## src/rtl/periph_slot_demux.sv

```systemverilog
// rtl/periph_slot_demux.sv - address-slot demultiplexer from one master to NB_SPERIPHS peripheral slots
module periph_slot_demux #(
  parameter int                         NB_SPERIPHS  = 11,
  parameter int                         ADDR_WIDTH   = 32,
  parameter int                         DATA_WIDTH   = 32,
  parameter int                         ID_WIDTH     = 5,
  parameter int                         SLOT_LSB     = 10,
  parameter int                         SLOT_BITS    = 4,
  parameter logic [NB_SPERIPHS-1:0]     SLOT_EN_MASK = '1,
  parameter int                         TIMEOUT      = 255,
  parameter logic [DATA_WIDTH-1:0]      ERR_DATA     = DATA_WIDTH'(32'hBADACCE5)
) (
  input  logic                              clk_i,
  input  logic                              rst_i,
  input  logic                              mst_req_i,
  input  logic [ADDR_WIDTH-1:0]             mst_add_i,
  input  logic                              mst_wen_i,
  input  logic [DATA_WIDTH-1:0]             mst_wdata_i,
  input  logic [DATA_WIDTH/8-1:0]           mst_be_i,
  input  logic [ID_WIDTH-1:0]               mst_id_i,
  output logic                              mst_gnt_o,
  output logic                              mst_r_valid_o,
  output logic [DATA_WIDTH-1:0]             mst_r_rdata_o,
  output logic                              mst_r_opc_o,
  output logic [ID_WIDTH-1:0]               mst_r_id_o,
  output logic [NB_SPERIPHS-1:0]            slv_req_o,
  output logic [ADDR_WIDTH-1:0]             slv_add_o,
  output logic                              slv_wen_o,
  output logic [DATA_WIDTH-1:0]             slv_wdata_o,
  output logic [DATA_WIDTH/8-1:0]           slv_be_o,
  output logic [ID_WIDTH-1:0]               slv_id_o,
  input  logic [NB_SPERIPHS-1:0]            slv_gnt_i,
  input  logic [NB_SPERIPHS-1:0]            slv_r_valid_i,
  input  logic [NB_SPERIPHS*DATA_WIDTH-1:0] slv_r_rdata_i,
  input  logic [NB_SPERIPHS-1:0]            slv_r_opc_i,
  output logic [15:0]                       err_count_o,
  output logic                              timeout_o
);

  localparam int CNT_W = $clog2(TIMEOUT + 1);

  localparam logic [1:0] ST_IDLE = 2'd0;
  localparam logic [1:0] ST_WAIT = 2'd1;
  localparam logic [1:0] ST_ERR  = 2'd2;

  logic [1:0]            state;
  logic [SLOT_BITS-1:0]  slot;
  logic [SLOT_BITS-1:0]  sel_q;
  logic [ID_WIDTH-1:0]   id_q;
  logic [CNT_W-1:0]      cnt;
  logic                  mapped;
  logic                  sel_gnt;
  logic                  rsp_valid;
  logic                  rsp_opc;
  logic [DATA_WIDTH-1:0] rsp_data;

  assign slot = mst_add_i[SLOT_LSB +: SLOT_BITS];

  // Request fields are broadcast; only slv_req_o selects the target.
  assign slv_add_o   = mst_add_i;
  assign slv_wen_o   = mst_wen_i;
  assign slv_wdata_o = mst_wdata_i;
  assign slv_be_o    = mst_be_i;
  assign slv_id_o    = mst_id_i;

  // Decode the addressed slot: populated-slot check and its grant line.
  always_comb begin
    mapped  = 1'b0;
    sel_gnt = 1'b0;
    for (int i = 0; i < NB_SPERIPHS; i++) begin
      if (slot == SLOT_BITS'(i)) begin
        mapped  = SLOT_EN_MASK[i];
        sel_gnt = slv_gnt_i[i];
      end
    end
  end

  // Route the request only in IDLE; unmapped slots are granted locally.
  always_comb begin
    slv_req_o = '0;
    mst_gnt_o = 1'b0;
    if (!rst_i && state == ST_IDLE) begin
      if (mapped) begin
        for (int i = 0; i < NB_SPERIPHS; i++) begin
          slv_req_o[i] = mst_req_i && (slot == SLOT_BITS'(i));
        end
        mst_gnt_o = sel_gnt;
      end else begin
        mst_gnt_o = mst_req_i;
      end
    end
  end

  // Pick the response lines of the slot that owns the outstanding transaction.
  always_comb begin
    rsp_valid = 1'b0;
    rsp_opc   = 1'b0;
    rsp_data  = '0;
    for (int i = 0; i < NB_SPERIPHS; i++) begin
      if (sel_q == SLOT_BITS'(i)) begin
        rsp_valid = slv_r_valid_i[i];
        rsp_opc   = slv_r_opc_i[i];
        rsp_data  = slv_r_rdata_i[i*DATA_WIDTH +: DATA_WIDTH];
      end
    end
  end

  // Transaction FSM; an unmapped access drives its error response during the ERR cycle itself.
  always_ff @(posedge clk_i) begin
    if (rst_i) begin
      state         <= ST_IDLE;
      sel_q         <= '0;
      id_q          <= '0;
      cnt           <= '0;
      err_count_o   <= '0;
      mst_r_valid_o <= 1'b0;
      timeout_o     <= 1'b0;
      mst_r_rdata_o <= '0;
      mst_r_opc_o   <= 1'b0;
      mst_r_id_o    <= '0;
    end else begin
      mst_r_valid_o <= 1'b0;
      timeout_o     <= 1'b0;
      case (state)
        ST_IDLE: begin
          if (mst_req_i) begin
            if (!mapped) begin
              state         <= ST_ERR;
              mst_r_valid_o <= 1'b1;
              mst_r_opc_o   <= 1'b1;
              mst_r_rdata_o <= ERR_DATA;
              mst_r_id_o    <= mst_id_i;
              if (err_count_o != 16'hFFFF) err_count_o <= err_count_o + 16'd1;
            end else if (sel_gnt) begin
              state <= ST_WAIT;
              sel_q <= slot;
              id_q  <= mst_id_i;
              cnt   <= '0;
            end
          end
        end
        ST_WAIT: begin
          if (rsp_valid) begin
            state         <= ST_IDLE;
            mst_r_valid_o <= 1'b1;
            mst_r_opc_o   <= rsp_opc;
            mst_r_rdata_o <= rsp_data;
            mst_r_id_o    <= id_q;
          end else if (cnt == CNT_W'(TIMEOUT - 1)) begin
            state         <= ST_IDLE;
            mst_r_valid_o <= 1'b1;
            mst_r_opc_o   <= 1'b1;
            mst_r_rdata_o <= ERR_DATA;
            mst_r_id_o    <= id_q;
            timeout_o     <= 1'b1;
            if (err_count_o != 16'hFFFF) err_count_o <= err_count_o + 16'd1;
          end else begin
            cnt <= cnt + CNT_W'(1);
          end
        end
        ST_ERR:  state <= ST_IDLE;
        default: state <= ST_IDLE;
      endcase
    end
  end

endmodule

```

## config.mk

```make
export PLATFORM = sky130hd
export DESIGN_NAME = periph_slot_demux
export DESIGN_NICKNAME = d
export VERILOG_FILES = /design/src/rtl/periph_slot_demux.sv
export SDC_FILE = /design/constraint.sdc
export NUM_CORES = 1
export LEC_CHECK = 0
export CORE_AREA = 2 2 234 236
export DETAILED_ROUTE_END_ITERATION = 8
export DIE_AREA = 0 0 236 238
export GPL_TIMING_DRIVEN = 0
export PLACE_DENSITY = 0.41
export SLEW_MARGIN = 0
export SYNTH_ARGS = -nofsm -noshare
export SYNTH_HDL_FRONTEND = slang
export SYNTH_SLANG_ARGS = --single-unit
```

## constraint.sdc

```tcl
create_clock -name clk_i -period 2.5 [get_ports clk_i]
set_input_delay 0.375 -clock clk_i [delete_from_list [all_inputs] [get_ports clk_i]]
set_output_delay 0.375 -clock clk_i [all_outputs]
set_load 0.005 [all_outputs]
```

==> key figures <==
Outcome
  – Outcome: finished clean

Clock network
  – Clk slew on worst S/H paths: 0.07 ns
  – TritonCTS clock tree: built
  – CTS Buf Count: 9
  – H-tree depth: 3
  – Worst skew pair latency: 0.34 ns
  – Root Buffer: clkbuf_16
  – Clk buf depth: 2
  – CTS sink cnt: 75

Setup path
  – CP Launch Type: primary input
  – Crit-path max FO: 4
  – Critical path arrival: about 2.1 ns
  – Crit path cell chain: clkdlybuf4s50_1, nand2_1, or2_4, nand2b_1, nor3_1, clkdlybuf4s50_1
  – Critical path's slowest cell: clkdlybuf4s50_1
  – CP required: 2.12 ns
  – Largest stage delay, worst path: 0.53 ns
  – Cell mode on critical path: clkdlybuf4s50_1
  – CP Class: in -> out
  – CP endpoint kind: output port

Cells and area
  – Most frequent cells in the layout: clkdlybuf4s50_1 (527), nor2_1 (120), buf_4 (99), dfxtp_1 (72), nand2_1 (70)
  – Commonest non-fill, non-tap cell in the layout: clkdlybuf4s50_1
  – # fillers: 5767
  – Util after Layout: between 20% and 30%
  – Number of antenna cells inserted: 0
  – Final nets: 1961
  – Share of cells above drive strength 1: ~20%
  – Area Growth Syn to Fin: 102.7%

Run
  – Max-capacitance violation count: 0

Route
  – DRT antenna net count: 0
  – Avg WL per Cell: roughly 27 um
  – Initial DRC Count: 454
  – Residual DRC: 0
  – Total number of vias: approximately 9.7k
  – Final WL: 58400 um
  – Vias per inst: 4.407
  – Drt pass-1 iters: 5

Power
  – Cell Int Power: 3.225 mW
  – Net Sw Power: ~1.5 mW
  – Sw frac: 31.81%
  – Logic pwr share: 44.6%
  – Maximum vdd drop: around 0.27 mV
  – Sequential Power Share: 27.2%
  – Leak: 5.192 nW
  – Clock power share: 28.2%
  – Pwr/cell area: ~320 nW/um^2
  – Overall power: 4.729 mW

Floorplanning
  – Die W: 236 um
  – Initial Util: 13.49%
  – FP Rows: 85
  – Core footprint: 53500 sq um
  – Die height: 238 um
  – IO Pins: 604
  – Total Die Area: 56170 sq um

Synthesis
  – EDFF count, synth: 0
  – Synthesized instance count: 936
  – Synth Cell Area: 7214 sq um
  – Netlist cell types: 72
  – Count of state elements after synthesis: 75
  – Syn nets: approximately 1.4k
  – Async set-or-reset flop fraction in the synthesized netlist: 0%
  – YS warnings: 0
  – Avg Inst Size Synth: 7.708 sq um
  – Seq/Total Area, Yosys: 20.81%
  – Synth Flop Type: dfxtp_1

Global routing
  – Largest net degree at the start of global routing: 14
  – Initial antenna violation count: 4
  – Remaining global-route overflow: 0
  – Tot GR Track Use: 19.98%
  – First-pass GRT wire length: 79020 um
  – Vias in the first global route: 9914

Placed design
  – Gpl congestion: between 0.8 and 0.9
  – DP HPWL: 49010 um
  – PortBufs: 537

STA
  – Final hold violations: 0
  – Minimum clock period: 2.446 ns
  – Final Max Slew Viols: 0
  – Slew HR: 45.92%
  – Clock skew: 0.008417 ns
  – RSZ-0062 raised after global routing: true
  – Final Cycle Share: slightly below 100%
  – Fmax achieved: 408.8 MHz
  – Final setup fails: 0
  – Worst slew pin tran: 0.8112 ns

Worst hold path
  – Worst Hold Class: reg -> reg
kinds of logic after synthesis:
logic type               count (synthesis)  share of synthesized area [%]
flip-flops                              75                          20.81
buffers and inverters                  162                          14.00
multiplexers                           105                          16.25
adder cells (fa/ha/maj)                  3                         0.5203
AND/OR/NAND/NOR                        334                          22.49
AO/OA/AOI/OAI                          237                          23.50
XOR/XNOR                                20                          2.428
timing repair:
| action | CTS | global route |
|---|---|---|
| resized for setup | 157 | 52 |
| hold buffers | 0 | 0 |
| pin swaps | 7 | 8 |
| setup buffers | 4 | 12 |
| endpoints found under the setup margin | 66 | 44 |
final timing paths:
kind | startpoint | slack (ns) | to | depth (start not counted)
worst max register to register | sel_q[1]$_SDFFE_PP0P_ | 0.11 | mst_r_rdata_o[31]$_SDFFE_PP0P_ | 9
worst max-delay path | mst_req_i | 0.05 | slv_req_o[4] | 6
worst min-delay path | state[1]$_SDFFE_PP0P_ | 0.45 | mst_r_valid_o$_SDFF_PP0_ | 1
worst min register to register | state[1]$_SDFFE_PP0P_ | 0.45 | mst_r_valid_o$_SDFF_PP0_ | 1
flip-flops by register name, indices dropped and copies added, names as in the netlist:
signal / count
cnt: 8
mst_r_opc_o: 1
mst_r_valid_o: 1
mst_r_rdata_o: 32
sel_q: 4
state: 2
err_count_o: 16
timeout_o: 1
id_q: 5
mst_r_id_o: 5
Yosys cell counts, types with 4 or more instances:
cell       instances  area, sq um
and3_1            13        81.33
a21o_1             4        30.03
nand2_1           71        266.5
xor2_1            19        166.4
a311oi_1           9        78.83
nor4_1            12        75.07
nand2b_1          19        118.9
nor2_1           124        465.5
inv_1              7        26.28
mux2i_1           62        620.6
a21oi_1           43        215.2
clkbuf_1          26        97.59
o211ai_1           5        37.54
dfxtp_1           75         1501
a211oi_1          11        82.58
a31oi_1            5        31.28
nand3_1           15        75.07
buf_4             91        683.2
buf_2             29        145.1
o31ai_1            4        30.03
nor2b_1           12        75.07
o32ai_1           28        245.2
o21ai_0           41        205.2
nand4_1           13        81.33
nor3_1            23        115.1
a2111oi_0          4        35.03
or3_1              4        25.02
mux2_2            36        405.4
a32o_1             5        50.05
o221ai_1          17        148.9
a22oi_1           14        105.1
mux4_2             6        135.1
a221oi_1          13        113.9
or2_2              4        25.02
o22ai_1           13        81.33
buf_1              4        15.01
power by group through the flow:
stage          registers [mW]  clock network [mW]  logic (mW)
2_1_floorplan            1.31                   0       0.677
3_3_place_gp             1.31                   0        1.97
3_5_place_dp             1.31                   0        1.97
4_1_cts                  1.29                1.40        2.09
5_1_grt                  1.29                1.43        2.24
6_report                 1.29                1.33        2.11
stage by stage:
| step | setup TNS (ns) | instances | area, sq um | worst slack (ns) | hold slack (ns) |
|---|---|---|---|---|---|
| detailed placement | -33.97 | 2169 | 13460 | -0.9163 | 0.4568 |
| CTS | -0.02049 | 2184 | 14310 | -0.01840 | 0.4538 |
| global placement | -33.32 | 2169 | 13460 | -0.9106 | 0.4500 |
| finish | 0 | 2196 | 14620 | 0.05388 | 0.4539 |
| global route | -0.01872 | 2196 | 14620 | -0.01277 | 0.4802 |
| floorplan | 0 | 936 | 7214 | 0.4989 | 0.4482 |
layout make-up:
type	count	area, sq um	area share (%)
Timing Repair Buffer	553	5518	37.74
Multi-Input combinational cell	699	5156	35.26
Sequential cell	75	1508	10.31
Buffer	150	1249	8.540
Tap cell	696	870.8	5.956
Clock buffer	9	225.2	1.540
Clock inverter	6	65.06	0.4450
Inverter	8	30.03	0.2054
per-layer routing:
layer	GRT usage, %	share of wire (%)
met2	36.72	51
met1	24.38	42
met4	2.316	0.64
met3	4.327	6.4
met5	0	0.062
worst max-delay path, delay by kind of cell:
kind / cells / cell delay [ns]
buffers and inverters: 2 / 0.99
and+or+nand+nor: 4 / 0.70
No activity file was read; power rests on OpenSTA's default activity.
